`src/rtl/layer_wr_ctl_if.sv`:
```
// Byte-stream input and layer write-port output bundle of the layer write controller.
// The master side feeds bytes and observes writes; the slave side is the controller.
interface layer_wr_ctl_if #(
  parameter int LAYERS     = 8,
  parameter int ADDR_WIDTH = 6,
  parameter int LANES      = 4
);
  logic                  byte_rdy_in;
  logic [7:0]            byte_data_in;
  logic                  dc_in;
  logic [LAYERS-1:0]     layer_en_out;
  logic                  frame_rdy_out;
  logic [ADDR_WIDTH-1:0] wr_addr_out;
  logic [LANES-1:0]      byte_en_out;
  logic [7:0]            byte_data_out;

  modport master (
    output byte_rdy_in, byte_data_in, dc_in,
    input  layer_en_out, frame_rdy_out, wr_addr_out, byte_en_out, byte_data_out
  );

  modport slave (
    input  byte_rdy_in, byte_data_in, dc_in,
    output layer_en_out, frame_rdy_out, wr_addr_out, byte_en_out, byte_data_out
  );
endinterface

```
`src/rtl/layer_wr_ctl.sv`:
```
// Command decoder between the SPI byte front end and the per-layer output stages:
// selects a layer, streams pixel bytes into lane/address writes, and signals frame end.
module layer_wr_ctl #(
  parameter int LAYERS          = 8,
  parameter int ADDR_WIDTH      = 6,
  parameter int LANES           = 4,
  parameter int BYTES_PER_PIXEL = 3
) (
  input  logic          clk_in,
  input  logic          rst_in,
  layer_wr_ctl_if.slave bus
);

  localparam int LANE_W = (LANES > 1) ? $clog2(LANES) : 1;
  localparam logic [LANE_W-1:0] LAST_LANE = LANE_W'(BYTES_PER_PIXEL - 1);

  localparam logic [7:0] CMD_LAYER_SEL = 8'h2A;
  localparam logic [7:0] CMD_DATA_WR   = 8'h2B;
  localparam logic [7:0] CMD_FRAME_END = 8'h2C;

  typedef enum logic [1:0] {
    IDLE,
    LAYER_ARG,
    DATA_WR
  } state_t;

  state_t                state_q,       state_d;
  logic [LAYERS-1:0]     layer_en_q,    layer_en_d;
  logic                  frame_rdy_q,   frame_rdy_d;
  logic [ADDR_WIDTH-1:0] wr_addr_q,     wr_addr_d;
  logic [LANES-1:0]      byte_en_q,     byte_en_d;
  logic [7:0]            byte_data_q,   byte_data_d;
  logic [LANE_W-1:0]     lane_q,        lane_d;
  logic                  inc_pending_q, inc_pending_d;

  always_ff @(posedge clk_in or posedge rst_in) begin
    if (rst_in) begin
      state_q       <= IDLE;
      layer_en_q    <= '0;
      frame_rdy_q   <= 1'b0;
      wr_addr_q     <= '0;
      byte_en_q     <= '0;
      byte_data_q   <= '0;
      lane_q        <= '0;
      inc_pending_q <= 1'b0;
    end else begin
      state_q       <= state_d;
      layer_en_q    <= layer_en_d;
      frame_rdy_q   <= frame_rdy_d;
      wr_addr_q     <= wr_addr_d;
      byte_en_q     <= byte_en_d;
      byte_data_q   <= byte_data_d;
      lane_q        <= lane_d;
      inc_pending_q <= inc_pending_d;
    end
  end

  // The address step after a pixel's last lane is deferred one cycle so the
  // strobe of that lane is still presented with its own pixel address.
  always_comb begin
    state_d       = state_q;
    layer_en_d    = layer_en_q;
    frame_rdy_d   = 1'b0;
    wr_addr_d     = wr_addr_q + ADDR_WIDTH'(inc_pending_q);
    byte_en_d     = '0;
    byte_data_d   = byte_data_q;
    lane_d        = lane_q;
    inc_pending_d = 1'b0;

    if (bus.byte_rdy_in) begin
      if (!bus.dc_in) begin
        case (bus.byte_data_in)
          CMD_LAYER_SEL: state_d = LAYER_ARG;
          CMD_DATA_WR: begin
            wr_addr_d = '0;
            lane_d    = '0;
            state_d   = DATA_WR;
          end
          CMD_FRAME_END: begin
            frame_rdy_d = 1'b1;
            state_d     = IDLE;
          end
          default: state_d = IDLE;
        endcase
      end else begin
        case (state_q)
          LAYER_ARG: begin
            if ({24'd0, bus.byte_data_in} < 32'(LAYERS))
              layer_en_d = LAYERS'(1) << bus.byte_data_in;
            else
              layer_en_d = '0;
            state_d = IDLE;
          end
          DATA_WR: begin
            byte_en_d   = LANES'(1) << lane_q;
            byte_data_d = bus.byte_data_in;
            if (lane_q == LAST_LANE) begin
              lane_d        = '0;
              inc_pending_d = 1'b1;
            end else begin
              lane_d = lane_q + LANE_W'(1);
            end
          end
          default: ;
        endcase
      end
    end
  end

  assign bus.layer_en_out  = layer_en_q;
  assign bus.frame_rdy_out = frame_rdy_q;
  assign bus.wr_addr_out   = wr_addr_q;
  assign bus.byte_en_out   = byte_en_q;
  assign bus.byte_data_out = byte_data_q;

endmodule

```
`src/flat_wrapper.sv`:
```
// flat-port wrapper written by rule: the top's interface ports become plain ports
module layer_wr_ctl_flat 
#(
  parameter int LAYERS          = 8,
  parameter int ADDR_WIDTH      = 6,
  parameter int LANES           = 4,
  parameter int BYTES_PER_PIXEL = 3
)
  (clk_in, rst_in, bus_byte_rdy_in, bus_byte_data_in, bus_dc_in, bus_layer_en_out, bus_frame_rdy_out, bus_wr_addr_out, bus_byte_en_out, bus_byte_data_out);
  layer_wr_ctl_if #(.LAYERS(LAYERS), .ADDR_WIDTH(ADDR_WIDTH), .LANES(LANES)) bus_i ();
  input  logic clk_in;
  input  logic rst_in;
  input wire logic [$bits(bus_i.byte_rdy_in)-1:0] bus_byte_rdy_in;
  input wire logic [$bits(bus_i.byte_data_in)-1:0] bus_byte_data_in;
  input wire logic [$bits(bus_i.dc_in)-1:0] bus_dc_in;
  output wire logic [$bits(bus_i.layer_en_out)-1:0] bus_layer_en_out;
  output wire logic [$bits(bus_i.frame_rdy_out)-1:0] bus_frame_rdy_out;
  output wire logic [$bits(bus_i.wr_addr_out)-1:0] bus_wr_addr_out;
  output wire logic [$bits(bus_i.byte_en_out)-1:0] bus_byte_en_out;
  output wire logic [$bits(bus_i.byte_data_out)-1:0] bus_byte_data_out;
  assign bus_i.byte_rdy_in = bus_byte_rdy_in;
  assign bus_i.byte_data_in = bus_byte_data_in;
  assign bus_i.dc_in = bus_dc_in;
  assign bus_layer_en_out = bus_i.layer_en_out;
  assign bus_frame_rdy_out = bus_i.frame_rdy_out;
  assign bus_wr_addr_out = bus_i.wr_addr_out;
  assign bus_byte_en_out = bus_i.byte_en_out;
  assign bus_byte_data_out = bus_i.byte_data_out;
  layer_wr_ctl #(.LAYERS(LAYERS), .ADDR_WIDTH(ADDR_WIDTH), .LANES(LANES), .BYTES_PER_PIXEL(BYTES_PER_PIXEL)) u_core (.clk_in(clk_in), .rst_in(rst_in), .bus(bus_i));
endmodule
```
`config.mk`:
```
export PLATFORM = sky130hd
export DESIGN_NAME = layer_wr_ctl_flat
export DESIGN_NICKNAME = d
export VERILOG_FILES = /design/src/rtl/layer_wr_ctl_if.sv /design/src/rtl/layer_wr_ctl.sv /design/src/flat_wrapper.sv
export SDC_FILE = /design/constraint.sdc
export NUM_CORES = 1
export LEC_CHECK = 0
export BUFFER_PORTS_ARGS = -buffer_cell sky130_fd_sc_hd__buf_2
export CORE_MARGIN = 5
export CORE_UTILIZATION = 45
export DETAILED_ROUTE_END_ITERATION = 12
export MAX_ROUTING_LAYER = met4
export PLACE_DENSITY = 0.82
export SKIP_CTS_REPAIR_TIMING = 1
export SYNTH_ARGS = -nofsm -noshare
export SYNTH_HDL_FRONTEND = slang
export SYNTH_SLANG_ARGS = --single-unit
```
`constraint.sdc`:
```
create_clock -name clk_in -period 1.9 [get_ports clk_in]
set_input_delay 0.285 -clock clk_in [delete_from_list [all_inputs] [get_ports clk_in]]
set_output_delay 0.285 -clock clk_in [all_outputs]
set_load 0.03 [all_outputs]
```
=== Yosys cells after proc, flatten, opt, wreduce, memory -nomap -nowiden ===
Cells that the tools add are included.

* Flip-flop bits (word level): 32
* Bits of input ports: 12
* Output and inout port bits: 27

* Add/sub/neg operators: 2
* Order comparisons: 1
* Eq/ne operators: 8
* Shift operators: 2
* Multiplexer cells: 21
* Reductions and logical operators: 5

{| class="wikitable"
|+ Operator list
! operator !! count
|-
| $eq A8 B6 Y1 const B || 3
|-
| $mux W6 || 3
|-
| $mux W2 || 6
|-
| $mux W4 || 3
|-
| $reduce_and A3 Y1 || 3
|-
| $lt A8 B4 Y1 const B || 1
|-
| $mux W8 || 1
|-
| $shl A1 B8 Y8 const A || 1
|-
| $mux W1 || 7
|-
| $add A6 B1 Y6 || 1
|-
| $eq A2 B2 Y1 const B || 2
|-
| $ne A2 B1 Y1 const B || 2
|-
| $pmux W2 S2 || 1
|-
| $shl A1 B2 Y4 const A || 1
|-
| $add A2 B1 Y2 const B || 1
|-
| $eq A2 B1 Y1 const B || 1
|-
| $reduce_and A2 Y1 || 1
|-
| $reduce_bool A2 Y1 || 1
|}

=== Logic depth before layout (Yosys ltp) ===
Gate-level depths: netlist of the first run.

* Depth after elaboration: 5
* Gate-level depth with buffers: 5
* Mapped depth without buffers: 5

=== Worst setup path before layout of the first run ===
No wires, ideal clock.

* Kind: in2reg
* Start: input port bus_byte_data_in[2]
* End: register u_core.layer_en_q[0] (netlist: u_core.bus.layer_en_out[0])
* Data arrival time: 1490 ps
* Required time: 1808 ps
* Slack: 318 ps
* Cell stages on the path: 3
* Path buffers: 0
* Cells stage by stage: or4_4 or4_4 o31ai_2

* Longest elaborated chain between the ends: 2

{| class="wikitable"
|+ RTL lines
! item !! line !! source
|-
| start, declared || flat_wrapper.sv:14 || <nowiki>input wire logic [$bits(bus_i.byte_data_in)-1:0] bus_byte_data_in;</nowiki>
|-
| $lt A8 B4 Y1 / $shl A1 B8 Y8 (equally long branches) || layer_wr_ctl.sv:88, layer_wr_ctl.sv:89 ||
|-
| $mux W8 (*) || layer_wr_ctl.sv:88 || <nowiki>if ({24'd0, bus.byte_data_in} < 32'(LAYERS))</nowiki>
|-
| end signal, assigned || layer_wr_ctl.sv:48 || <nowiki>layer_en_q <= layer_en_d;</nowiki>
|-
| end, declared || layer_wr_ctl.sv:28 || <nowiki>logic [LAYERS-1:0] layer_en_q, layer_en_d;</nowiki>
|}

Every way passes the cells marked *; elsewhere a longest branch is shown, timed or not.
A chain may end at the register's enable or synchronous reset.

=== Worst setup path after layout of the first run ===
* Start: register u_core.state_q[1]
* End: register u_core.layer_en_q[5] (netlist: u_core.bus.layer_en_out[5])

* Longest elaborated chain between the ends: 2

{| class="wikitable"
|+ RTL lines
! item !! line !! source
|-
| start, declared || layer_wr_ctl.sv:27 || <nowiki>state_t state_q, state_d;</nowiki>
|-
| start signal, assigned || layer_wr_ctl.sv:47 || <nowiki>state_q <= state_d;</nowiki>
|-
| $eq A2 B1 Y1 || layer_wr_ctl.sv:86 || <nowiki>case (state_q)</nowiki>
|-
| $reduce_and A3 Y1 (no source line) || - ||
|}

Every way passes these cells.

==> metrics.txt, run 1 <==
status=completed; main combinational cell family by area after synthesis=simple AND/OR/NAND/NOR gates; top cells by area, synth=dfrtp_1, nand2_1, nand4b_1; top cell type's share of synthesized area=0.614; GPL Wtd Cong=0.820; Setup Skew=0.00556 ns; # DRC=0; Synth cell types=33; ANT nets after route=0; syn nets=132; Final min period=1.55 ns; Comb pwr share=0.079; drt via density=5.19; Crit path required time=2.13 ns; worst-case reg-to-reg path depth=3; GRT Util Overall=0.151; ant diodes=0; later-pin clock latency in the skew report=0.32 ns; CP Cell Sequence=nand4b_1 -> or4_1 -> o21ai_0; drt wl/cell=13.6 um; LEAKAGE=0.837 nW; FF+latch count, synth=31; R2R setup slack=0.35 ns; layout cells sized above 1=0.313; die height=63.0 um; first-pass GRT wire length=4.55 mm; worst r2r src=u_core.state_q[1]; initial antenna violation count=0; xor and xnor area share after synthesis=0.0208; f_max=0.647 GHz; Post-synth EDFFs=0; Cell Area, Synth=1260 sq um; switching pwr=0.258 mW; CP arrival=1.78 ns; power per standard cell area=701 nW/um^2; Synth area leader=dfrtp_1; worst r2r dst=u_core.bus.layer_en_out[5]; num rows=19; Setup TNS Final=0 ns; synthesized instance count=118; CP endpoint kind=flip-flop; fin. max-slew vios=0; H-tree levels=2; Max-slew headroom=0.750; asr flop ratio synth=1.00; critical path type=flip-flop to flip-flop; vias in the first global route=1074; area fraction in compound gates after synthesis=0.0772; Layout Nets=178; clock-pin slew on the worst setup and hold paths=0.08 ns; GR Overflow Total=0; top cells by instance count after synthesis=nand2_1, dfrtp_1, o21ai_0; Worst setup SP type=flip-flop; internal power=0.827 mW; Max Cap Viol=0; sequential share of the synthesized area=0.614; count leader, synth=nand2_1; Seq pwr share=0.624; fin crit share=0.814; Clock Path Buffers=2; crit path from=u_core.state_q[1]; Synth warnings=0; Post-Synth Adder-Cell Area=0.0198; CTS tree=built; switching portion of total power=0.238; Finished Cell Area=1550 sq um; Crit-path slowest cell=or4_1; maximum VDD drop=0.545 mV; Clk pwr share=0.297; clock buffer count from CTS=5; initial drt markers=37; Root Driver=clkbuf_4; dominant synthesized flop cell=dfrtp_1; final setup violating endpoints=0; chip width=63.0 um; Max stage delay on crit path=0.58 ns; core area=2730 sq um; I/O pin total=39; HPWL reported at the end of detailed placement=2.04 mm; drt pass-1 iters=4; synthesized area per cell=10.7 sq um; Starting Density=0.462; Post-Synth Simple-Gate Area=0.250; largest net degree at the start of global routing=32; Area Growth Syn to Fin=22.6%; final hold violation count=0; worst hold path type=input pin to asynchronous set/reset pin; Routed WL=2.64 mm; RSZ-0062 raised after global routing=false; CTS Sinks=31; Vias=1007; Slew @ Worst Pin=0.376 ns; Die ar.=3970 sq um; Placed Area=1510 sq um; mux contribution to synthesized area=0; port bufs=38; Crit Path Max Fanout=5
registers in the layout, summed over array words and instances, names as in the netlist:
signal and count:
u_core.state_q 2, u_core.bus.wr_addr_out 6, u_core.lane_q 2, u_core.bus.byte_en_out 3, u_core.bus.frame_rdy_out 1, u_core.bus.layer_en_out 8
u_core.bus.byte_data_out 8, u_core.inc_pending_q 1
critical path: cells and delay by family, from the launching register on:
kind / cells / cell delay [ns]
DFF: 1 / 0.42
and+or+nand+nor: 2 / 0.82
AOI/OAI and AO/OA: 1 / 0.23
area by class of cell:
class	instances	area, sq um
fill	253	1180
sequential	31	776
multi-input combinational	82	465
timing repair buffer	42	220
clock buffer	6	41.3
tap	31	38.8
inverter	2	7.51
layer usage:
metal  vias to the layer above  share of wire  GRT usage
met5                         -              0          -
met4                         0          0.019     0.0716
met3                         5          0.067     0.0504
met2                        32           0.50      0.249
met1                       477           0.41      0.161
li1                        493              -          -
cell usage in the layout, fill, tap and decap left out, types with 2 or more instances in the layout:
cell and instances:
buf_2 38, nand2_1 37, dfrtp_1 31, o21ai_0 5, clkbuf_4 5, nor2_1 4, buf_4 4, nand4b_1 3
nand2b_1 3, or4_4 2, o21ai_1 2, nand3_1 2, xor2_1 2, nor2b_1 2, inv_1 2, ha_1 2
per-stage QoR:
step	instances	utilization	worst slack [ns]	hold WS (ns)	total power [mW]
floorplan	118	-	0.318	0.355	0.737
global placement	188	0.551	0.181	0.371	0.775
detailed placement	188	0.551	0.120	0.379	0.778
CTS	194	0.567	0.338	0.0306	1.10
global route	194	0.567	0.264	0.0677	1.14
finish	194	0.567	0.354	0.0248	1.09
worst max-delay path by stage:
stage | to | slack (ns)
after floorplan | u_core.bus.layer_en_out[0] | 0.32
after global placement | u_core.bus.layer_en_out[0] | 0.18
after detailed placement | u_core.bus.layer_en_out[7] | 0.12
after CTS | u_core.bus.layer_en_out[7] | 0.34
after global routing | u_core.bus.layer_en_out[5] | 0.26
final | u_core.bus.layer_en_out[5] | 0.35
cell families (layout without fill, tap and decap cells):
family / Yosys count / in the layout
adder cells (fa/ha/maj): 2 / 2
XOR/XNOR: 3 / 3
buffers and inverters: 5 / 50
flip-flops: 31 / 31
AND/OR/NAND/NOR: 62 / 62
AO/OA/AOI/OAI: 15 / 15
power by group through the flow:
stage / Sequential, mW / Combinational, mW / Clock, mW
2_1_floorplan: 0.710 / 0.0277 / 0
3_3_place_gp: 0.690 / 0.0852 / 0
3_5_place_dp: 0.690 / 0.0873 / 0
4_1_cts: 0.678 / 0.0875 / 0.339
5_1_grt: 0.679 / 0.0965 / 0.369
6_report: 0.677 / 0.0861 / 0.322
No activity file was read; power rests on OpenSTA's default activity.
==> inputs of run 2 (changes only) <==
clock period = 1.45 ns   (was 1.9 ns; I/O delays follow)
==> run 2 against run 1 <==
- flip-flop and latch count unchanged
- largest power group unchanged
- global-route usage about the same
- highest routed layer unchanged
- largest cell class unchanged
- critical path depth unchanged
- utilization up 2.8 points
- maximum frequency up 8.0%
- worst hold slack better by 0.087 ns
- sequential power up 31%
- sequential share of layout area down 2.4 points
==> metrics.txt, run 2 (same netlist as run 1, synthesis figures left out) <==
Slew @ Worst Pin=0.373 ns; layout cells sized above 1=0.343; Clock Path Buffers=2; chip width=63.0 um; Final min period=1.43 ns; Routed WL=2.78 mm; clock-pin slew on the worst setup and hold paths=0.09 ns; Crit path required time=1.68 ns; R2R setup slack=0.02 ns; Finished Cell Area=1630 sq um; num rows=19; initial antenna violation count=0; CTS tree=built; first-pass GRT wire length=4.57 mm; H-tree levels=2; ant diodes=0; largest net degree at the start of global routing=32; Comb pwr share=0.076; Setup Skew=0.00489 ns; final setup violating endpoints=0; die height=63.0 um; # DRC=0; Vias=1040; Starting Density=0.462; fin. max-slew vios=0; commonest non-fill, non-tap cell in the layout=buf_2; switching portion of total power=0.234; worst r2r dst=u_core.bus.layer_en_out[4]; worst r2r src=u_core.state_q[1]; CP endpoint=u_core.bus.layer_en_out[4]; drt pass-1 iters=4; CP arrival=1.67 ns; Root Driver=clkbuf_4; port bufs=38; switching pwr=0.366 mW; drt via density=5.20; Max Cap Viol=0; Clk pwr share=0.357; drt wl/cell=13.9 um; pre-CTS setup slack=-0.221 ns; clock buffer count from CTS=5; ANT nets after route=0; GPL Wtd Cong=0.810; Final WS setup=0.0191 ns; CP endpoint kind=flip-flop; Seq pwr share=0.567; Crit Path Max Fanout=4; power per standard cell area=963 nW/um^2; I/O pin total=39; Die ar.=3970 sq um; maximum VDD drop=0.771 mV; Area Growth Syn to Fin=28.7%; final hold violation count=0; core area=2730 sq um; later-pin clock latency in the skew report=0.32 ns; placed insts=190; critical path type=flip-flop to flip-flop; LEAKAGE=0.875 nW; RSZ-0062 raised after global routing=true; worst-case reg-to-reg path depth=3; Worst setup SP type=flip-flop; vias in the first global route=1017; internal power=1.20 mW; Placed Area=1530 sq um; most frequent cells in the layout=buf_2, nand2_1, dfrtp_1, buf_4, clkbuf_4; worst hold path type=input pin to flip-flop; Finished Layout Cells=200; GR Overflow Total=0; f_max=0.699 GHz; HPWL reported at the end of detailed placement=2.04 mm; fin crit share=0.987; CTS Sinks=31; Setup TNS Final=0 ns; Max-slew headroom=0.748; Layout Nets=182; status=completed; GRT Util Overall=0.151; initial drt markers=17; crit path from=u_core.state_q[1]
## run 2: cell types whose count changed in the layout (fill, tap and decap cells not counted), sizes merged
| cell | previous run | this run |
|---|---|---|
| clkbuf | 6 | 8 |
| buf | 42 | 45 |
| dlygate4sd3 | 0 | 1 |
## run 2: layout make-up
cell class	count	area, sq um
fill	250	1110
sequential	31	776
multi-input combinational	82	483
timing repair buffer	46	253
clock buffer	8	68.8
tap	31	38.8
inverter	2	7.51
## run 2: critical path, cell delays in order (launching register included)
cell and delay (ns):
dfrtp_1 0.42, nand4b_1 0.24, or4_4 0.48, o31ai_4 0.19
## run 2: stage by stage
step / power, mW / utilization / hold slack (ns)
2_1_floorplan: 0.966 / - / 0.289
3_3_place_gp: 1.02 / 0.558 / 0.304
3_5_place_dp: 1.02 / 0.558 / 0.315
4_1_cts: 1.58 / 0.584 / -0.0429
5_1_grt: 1.65 / 0.595 / 0.107
6_report: 1.57 / 0.595 / 0.112
## run 2: worst min-delay path by stage
stage | start | to | slack (ns) | depth (start not counted)
after global placement | rst_in | u_core.bus.wr_addr_out[5] | 0.30 | 3
after global routing | bus_byte_data_in[4] | u_core.bus.byte_data_out[4] | 0.11 | 3
after detailed placement | rst_in | u_core.bus.wr_addr_out[5] | 0.31 | 3
final | bus_byte_data_in[2] | u_core.bus.byte_data_out[2] | 0.11 | 3
after floorplan | bus_byte_data_in[0] | u_core.bus.frame_rdy_out | 0.29 | 1
after CTS | rst_in | u_core.bus.wr_addr_out[5] | -0.04 | 3
## run 2: power by group through the flow
stage | clock (mW) | combinational (mW) | sequential [mW]
after floorplan | 0 | 0.0364 | 0.930
after global placement | 0 | 0.113 | 0.904
after detailed placement | 0 | 0.117 | 0.905
after CTS | 0.575 | 0.117 | 0.888
after global routing | 0.623 | 0.133 | 0.891
final | 0.559 | 0.119 | 0.888
## run 2: per-layer routing
layer | up-vias | global-route usage | part of all wire
met3 | 4 | 0.0701 | 0.083
met2 | 38 | 0.240 | 0.49
met5 | - | - | 0
met1 | 495 | 0.175 | 0.42
met4 | 0 | 0.0318 | 0.0097
li1 | 503 | - | -
